<file path="src/rtl/trig_sample_collector.sv">
// rtl/trig_sample_collector.sv - trigger-centred circular sample capture with oldest-first stream dump
// Holds PRE_TRIG samples before the trigger and DEPTH-PRE_TRIG from it on, then replays the window.
module trig_sample_collector #(
  parameter int DATA_W   = 8,
  parameter int DEPTH    = 128,
  parameter int PRE_TRIG = 16,
  parameter int ADDR_W   = $clog2(DEPTH)
) (
  input  logic              i_clk,
  input  logic              i_rst,
  input  logic              i_start,
  input  logic              i_valid,
  input  logic [DATA_W-1:0] i_data,
  input  logic              i_trig,
  output logic [DATA_W-1:0] o_data,
  output logic              o_valid,
  input  logic              i_ready,
  output logic [ADDR_W-1:0] o_addr,
  output logic              o_pre_ok,
  output logic              o_busy,
  output logic              o_done
);

  localparam logic [ADDR_W-1:0] PRE_N     = ADDR_W'(PRE_TRIG);
  localparam logic [ADDR_W-1:0] POST_N    = ADDR_W'(DEPTH - PRE_TRIG);
  localparam logic [ADDR_W-1:0] LAST_ADDR = ADDR_W'(DEPTH - 1);
  localparam logic [ADDR_W-1:0] ONE       = ADDR_W'(1);

  typedef enum logic [1:0] {IDLE, ARMED, CAPTURE, DUMP} state_t;

  state_t            state, state_nxt;
  logic [DATA_W-1:0] mem [DEPTH];
  logic [ADDR_W-1:0] wr_ptr, rd_ptr, pre_cnt, post_cnt;
  logic [ADDR_W-1:0] wr_nxt, rd_nxt, pre_cnt_nxt;
  logic              wr_en, trig_ok, cap_last, beat, last_beat;

  // i_start overrides everything else in the same cycle, so it masks all qualifiers
  always_comb begin
    wr_en     = !i_start && i_valid && (state == ARMED || state == CAPTURE);
    trig_ok   = wr_en && (state == ARMED) && i_trig && o_pre_ok;
    cap_last  = (trig_ok && POST_N == ONE) ||
                (wr_en && state == CAPTURE && post_cnt == POST_N - ONE);
    beat      = !i_start && (state == DUMP) && o_valid && i_ready;
    last_beat = beat && (o_addr == LAST_ADDR);
    wr_nxt    = wr_ptr + ONE;
    rd_nxt    = rd_ptr + ONE;
    pre_cnt_nxt = pre_cnt;
    if (wr_en && state == ARMED && pre_cnt != PRE_N)
      pre_cnt_nxt = pre_cnt + ONE;
  end

  always_comb begin
    state_nxt = state;
    if (i_start) begin
      state_nxt = ARMED;
    end else begin
      case (state)
        ARMED:   if (trig_ok) state_nxt = cap_last ? DUMP : CAPTURE;
        CAPTURE: if (cap_last) state_nxt = DUMP;
        DUMP:    if (last_beat) state_nxt = IDLE;
        default: state_nxt = state;
      endcase
    end
  end

  always_ff @(posedge i_clk or negedge i_rst) begin
    if (!i_rst) state <= IDLE;
    else        state <= state_nxt;
  end

  assign o_busy = (state != IDLE);

  always_ff @(posedge i_clk or negedge i_rst) begin
    if (!i_rst) begin
      for (int i = 0; i < DEPTH; i++) mem[i] <= '0;
    end else if (wr_en) begin
      mem[wr_ptr] <= i_data;
    end
  end

  // The slot after the final write is the oldest sample: trigger address minus PRE_TRIG
  always_ff @(posedge i_clk or negedge i_rst) begin
    if (!i_rst) begin
      wr_ptr   <= '0;
      rd_ptr   <= '0;
      pre_cnt  <= '0;
      post_cnt <= '0;
      o_data   <= '0;
      o_valid  <= 1'b0;
      o_addr   <= '0;
      o_pre_ok <= 1'b0;
      o_done   <= 1'b0;
    end else begin
      o_done <= 1'b0;
      if (i_start) begin
        wr_ptr   <= '0;
        pre_cnt  <= '0;
        post_cnt <= '0;
        o_valid  <= 1'b0;
        o_addr   <= '0;
        o_pre_ok <= 1'b0;
      end else begin
        if (wr_en) wr_ptr <= wr_nxt;
        pre_cnt <= pre_cnt_nxt;
        if (trig_ok)
          post_cnt <= ONE;
        else if (wr_en && state == CAPTURE)
          post_cnt <= post_cnt + ONE;
        o_pre_ok <= (state_nxt == ARMED || state_nxt == CAPTURE) && (pre_cnt_nxt == PRE_N);
        if (cap_last) begin
          rd_ptr  <= wr_nxt;
          o_data  <= mem[wr_nxt];
          o_valid <= 1'b1;
          o_addr  <= '0;
        end else if (beat) begin
          if (last_beat) begin
            o_valid <= 1'b0;
            o_done  <= 1'b1;
          end else begin
            rd_ptr <= rd_nxt;
            o_addr <= o_addr + ONE;
            o_data <= mem[rd_nxt];
          end
        end
      end
    end
  end

endmodule
</file>
<file path="config.mk">
export PLATFORM = sky130hd
export DESIGN_NAME = trig_sample_collector
export DESIGN_NICKNAME = d
export VERILOG_FILES = /design/src/rtl/trig_sample_collector.sv
export SDC_FILE = /design/constraint.sdc
export NUM_CORES = 2
export LEC_CHECK = 0
export ABC_AREA = 1
export CAP_MARGIN = 10
export CELL_PAD_IN_SITES_DETAIL_PLACEMENT = 1
export CELL_PAD_IN_SITES_GLOBAL_PLACEMENT = 2
export CORE_MARGIN = 2
export CORE_UTILIZATION = 37
export DETAILED_ROUTE_END_ITERATION = 12
export PLACE_DENSITY_LB_ADDON = 0.25
export SYNTH_ARGS = -nofsm -noshare
export SYNTH_HDL_FRONTEND = slang
export SYNTH_SLANG_ARGS = --single-unit
</file>
<file path="constraint.sdc">
create_clock -name i_clk -period 2.8 [get_ports i_clk]
set_input_delay 0.28 -clock i_clk [delete_from_list [all_inputs] [get_ports i_clk]]
set_output_delay 0.28 -clock i_clk [all_outputs]
set_load 0.05 [all_outputs]
</file>
# After elaboration in Yosys (flattened, before gate mapping)
# Cells that the tools add are included.
# totals
elab_cells	229
input_bits	14
regBits	1072
# classes
n_reduce_logical	26
mux	41
magnitude_cmp	4
add_sub_neg	5
n_bitwise	4
n_eq_ne	11
# op_table
op	count
$bwmux W1024	1
$bmux W8 S7	2
$mux W7	14
$mux W8	8
$demux W8 S7	1
$add A7 B1 Y7 const B	5
$ge A8 B8 Y1 const B	3
$not A7 Y8	3
$eq A7 B7 Y1 const B	2
$logic_and A1 B1 Y1	14
$mux W1	10
$reduce_bool A3 Y1	3
$lt A8 B1 Y1 const B	1
$mux W2	4
$eq A7 B5 Y1 const B	1
$ne A7 B5 Y1 const B	1
$eq A2 B2 Y1 const B	3
$pmux W2 S3	1
$reduce_bool A2 Y1	3
$eq A2 B1 Y1 const B	2
$reduce_and A2 Y1	2
$ne A3 B3 Y1 const B	1
$reduce_and A3 Y1	1
$logic_or A1 B1 Y1	2
other kinds (3)	3

# Longest topological paths before layout
# logic_depth
word_depth	13
ltp_mapped	17

# Worst setup path after synthesis
# Ideal clock, no wire load.
# synth_timing
path_type	flip-flop to flip-flop
start	register rd_ptr[1]
end	register o_data[7]
t_required_ns	2.682
t_arrival_ns	2.045
period_less_slack_ns	2.163
slack_ns	0.637
path_buffers	2
stages_incl_launch_ff	16
path_cell_list	dfrtp_1 -> ha_1 -> inv_2 -> clkbuf_1 -> clkbuf_1 -> nor2_1 -> o21ai_0 -> o211ai_1 -> nand3_1 -> nand3_1 -> nand2_1 -> nand2_1 -> nand3_1 -> nand2_1 -> nor2_1 -> nor2_1
# synth_between
elab_chain_cells	8
# synth_rtl
element	line	rtl
start: declaration	33	logic [ADDR_W-1:0] wr_ptr, rd_ptr, pre_cnt, post_cnt;
start signal: assignment	111	rd_ptr <= wr_nxt;
start signal: assignment	120	rd_ptr <= rd_nxt;
$add A7 B1 Y7	46	rd_nxt = rd_ptr + ONE;
$not A7 Y8 (not written as such)	122	o_data <= mem[rd_nxt];
$bmux W8 S7	122	
$mux W8 (not written as such) (2 in a row)	122	
$mux W8	116	if (last_beat) begin
$mux W8	115	end else if (beat) begin
$mux W8	110	if (cap_last) begin
end signal: assignment	112	o_data <= mem[wr_nxt];
end signal: assignment	122	
end: declaration	15	output logic [DATA_W-1:0] o_data,
# Every way passes these cells. The select of a mux whose other input is x is not followed.
# A chain may end at the register's enable or synchronous reset.

# Final worst setup path
# layout_timing
start	register rd_ptr[0]
end	register o_data[4]
# Same word-level chain as after synthesis.

==> impl_results.md <==
* Outcome: complete, no violations
* Fraction of synthesis flops using an asynchronous set or reset pin at 100%
* Per-cell via count in the routed design at around 5.7
* Share of cells above drive strength 1 at between 10% and 20%
* Leading register cell type out of synthesis: sky130_fd_sc_hd__dfrtp_1
* Multi-input gate area in the final layout at 0.0295 mm2
* Tightest slew margin relative to the limit at 42.7%
* Total die area at 0.166 mm2
* Switching power at between 15000 and 20000 uW
* Wire length of the first global-routing pass at approximately 400000 um
* Effective utilization at floorplan at between 30% and 40%
* Biggest area contributors in the synthesized netlist: sky130_fd_sc_hd__dfrtp_1 45%, sky130_fd_sc_hd__nand2_1 19%, sky130_fd_sc_hd__nand3_1 11%, sky130_fd_sc_hd__o21ai_0 11%, sky130_fd_sc_hd__nor2_1 3.3%
* Slowest library cell on the worst path: sky130_fd_sc_hd__dfrtp_4
* Biggest fanout along the worst timing path at 24
* DRT Pass-1 Iters at 5
* EDFF count, synth at 0
* Type of the tightest min-delay check: input port to asynchronous set/reset pin
* Cells along the critical path: buf_12, nand3_1, xor2_4, inv_2, buf_12, nand3_1, nand3_1, nand3_1, nand2_1, nand2_1, nand3_1, nor2_1, nor2_1
* Cell with the most instances on the worst path: sky130_fd_sc_hd__nand3_1
* Number of slew-limit violations in the final report at 0
* Share of total power in sequential cells at 30.2%
* Signed area change from the synthesized netlist to the final layout at 20.3%
* MaxCap Viol Count at 0
* Biggest area consumer among synthesized cells: sky130_fd_sc_hd__dfrtp_1
* Total of flip-flops plus latches after synthesis at 1072
* Switching share of power at 36.7%
* Max VDD drop at 0.696 mV
* Cell area after placement at 0.0664 mm2
* Critical path class: register to register
* Horizontal extent of the die at roughly 410 um
* Row count at 147
* Maximum level of the CTS H-tree at 4
* Overall global routing resource usage at about a third
* Y dimension of the die at 407 um
* Syn avg cell area at 6.94 um2
* Portion of the clock cycle consumed by the worst path in the final layout at 100%
* CTS tree: done
* Max frequency at 357 MHz
* Startpoint kind of the worst setup timing path: register
* Yosys synthesis warning count at 0
* Clock-pin slew on the worst setup and hold paths at 0.06 ns
* Leakage power of the design at 0.0326 uW
* Number of DRC violations after detailed routing at 0
* Number of distinct library cells after synthesis at 31
* TritonCTS buffer count at 140
* Count of final hold-check violations at 0
* Minimum clock period after layout at 2.80 ns
* Reg area at 0.0268 mm2
* Clock sinks at 1072
* Sequential area share after synthesis at ~45%
* Remaining antenna violation count at 0
* Number of cells produced by synthesis at 8647
* Syn_nets at between 8000 and 9000
* Cell area power density at 743 mW/mm2
* Remaining global-route overflow at 0
* Filler cell count in the final layout at 20000
* Detailed-route via count at 62800
* Number of nets in the finished design at 8744
* Int Pwr at 34000 uW
* Post-Route WL at 273000 um
* Clock root buffer: sky130_fd_sc_hd__clkbuf_16
* Portion of synthesized cell area occupied by the leading cell type at between 40 and 50%
* Final design area excluding fillers at ~0.072 mm2
* Number of global-route vias before repair at between 60000 and 70000
* Routed length per placed instance at between 20 and 25 um
* Total negative slack at 0 ns
* Antenna violations before repair at 3
* Maximum number of pins on one net before global-route repair at 106
* Sum of net half-perimeters after detailed placement at between 150000 and 200000 um
* Final weighted congestion in routability-driven placement at 0.931
* Crit path required time at 3.49 ns
* Number of port buffers at 32
* Post-Route Skew at 0.0363 ns
* Endpoint kind of the worst setup timing path: register
* Clock latency on the worst-skew pair at 0.80 ns
* RSZ-0062 raised after global routing: true
* Worst path max stage delay at about 0.53 ns
* I/O pin count at 33
* Clock group share of total power at 36.4%
* Initial DRC count at 6192
* Core region area at roughly 0.16 mm2
* Finish-stage setup viols at 0
* Maximum root-to-sink buffer count at 3
* Data arrival time of the critical path at 3.49 ns
* Part of the power in combinational logic at 33.4%
* Mapped Area at 0.0601 mm2
* Tightest Pin Transition at between 0.8 and 0.9 ns
## cell usage in the layout (no fill, tap or decap), types with 24 or more instances in the layout
cell / netlist / final
sky130_fd_sc_hd__buf_4: 12 / 417
sky130_fd_sc_hd__nand3_2: 1 / 43
sky130_fd_sc_hd__clkdlybuf4s50_1: 0 / 30
sky130_fd_sc_hd__or2_2: 24 / 24
sky130_fd_sc_hd__o21ai_0: 1273 / 1271
sky130_fd_sc_hd__nand3_1: 1329 / 1283
sky130_fd_sc_hd__clkbuf_1: 419 / 30
sky130_fd_sc_hd__a21oi_1: 58 / 58
sky130_fd_sc_hd__nor2_1: 523 / 517
sky130_fd_sc_hd__clkbuf_8: 0 / 24
sky130_fd_sc_hd__clkbuf_16: 0 / 155
sky130_fd_sc_hd__inv_1: 316 / 308
sky130_fd_sc_hd__buf_12: 0 / 130
sky130_fd_sc_hd__o211ai_1: 188 / 188
sky130_fd_sc_hd__nand2_1: 3077 / 3061
sky130_fd_sc_hd__dfrtp_1: 1072 / 1069
## critical path, delay by kind of cell (launching register included)
family                 cells  cell delay, ns
XOR/XNOR                   1            0.30
flip-flops                 1            0.53
buffers and inverters      3            0.46
AND/OR/NAND/NOR            9            1.36
## cell usage after synthesis (24+ instances only)
library cell	count
sky130_fd_sc_hd__dfrtp_1	1072
sky130_fd_sc_hd__nand2_1	3077
sky130_fd_sc_hd__buf_1	37
sky130_fd_sc_hd__clkbuf_1	419
sky130_fd_sc_hd__inv_1	316
sky130_fd_sc_hd__a21oi_1	58
sky130_fd_sc_hd__o21ai_0	1273
sky130_fd_sc_hd__or2_2	24
sky130_fd_sc_hd__buf_2	219
sky130_fd_sc_hd__nor2_1	523
sky130_fd_sc_hd__nand3_1	1329
sky130_fd_sc_hd__o211ai_1	188
## routing by layer
metal  global-route usage (%)  wire, um
met5                        0        12
met4                     12.5     10100
met3                     4.56     16400
met2                     51.8    125000
met1                     45.1    121000
## timing repair
item                                    in CTS  in global routing
endpoints found under the setup margin       7                 35
resized for setup                           21                 91
setup buffers                                3                  8
hold endpoints to repair                   265                  0
pin swaps                                    0                  6
hold buffers                                 1                  0
cloned                                       4                  6
## cell families after synthesis
group,after synthesis,share of synthesized area (%)
compound gates,1545,13.7
flops,1072,44.7
fa+ha+maj,11,0.229
buf+inv,1021,7.00
xor+xnor,16,0.258
simple gates,4982,34.1
## per-stage QoR
step / instances / worst slack (ns) / hold WS (ns) / utilization, % / power, uW
global route: 11000 / -0.0489 / 0.105 / 44.9 / 55700
detailed placement: 10700 / -0.182 / 0.303 / 41.2 / 33600
CTS: 11000 / 0.000928 / 0.0793 / 44.5 / 53200
floorplan: 8647 / 0.637 / -0.0156 / - / 25200
global placement: 10700 / -0.181 / 0.307 / 41.2 / 33500
finish: 11000 / 0.000419 / 0.0818 / 44.9 / 53700
## power groups by stage
stage	registers [uW]	clock network, uW	logic, uW
2_1_floorplan	16300	0	8860
3_5_place_dp	16500	0	17200
4_1_cts	16200	19800	17300
3_3_place_gp	16400	0	17100
6_report	16200	19500	17900
5_1_grt	16200	20300	19100
## area by class of cell
| cell class | count | area share [%] |
|---|---|---|
| clock inverters | 47 | 1.01 |
| well taps | 2160 | 3.74 |
| clock buffers | 203 | 5.78 |
| flip-flops and latches | 1072 | 37.2 |
| repair buffers | 624 | 9.71 |
| diodes | 4 | 0.0139 |
| inverters | 327 | 1.79 |
| multi-input cells | 6554 | 40.8 |
## final timing paths
check,startpoint,endpoint,slack (ns),cells past startpoint
hold / removal,i_rst,mem[890]$_DFFE_PN0P_,0.08,2
min in group i_clk,i_start,pre_cnt[4]$_DFF_PN0_,0.25,4
setup reg to reg,rd_ptr[0]$_DFFE_PN0P_,o_data[4]$_DFFE_PN0P_,0.0004,13
hold reg to reg,mem[42]$_DFFE_PN0P_,mem[42]$_DFFE_PN0P_,0.48,2
max in group asynchronous,i_rst,mem[674]$_DFFE_PN0P_,1.51,3
setup / recovery,rd_ptr[0]$_DFFE_PN0P_,o_data[4]$_DFFE_PN0P_,0.0004,13
## sequential cells by signal, indices dropped and copies added, names as in the netlist, 2 cells and up
| signal | flops |
|---|---|
| post_cnt | 7 |
| o_data | 8 |
| wr_ptr | 7 |
| mem | 1024 |
| state | 2 |
| o_addr | 7 |
| rd_ptr | 7 |
| pre_cnt | 7 |
(Power assumes the default switching activity.)
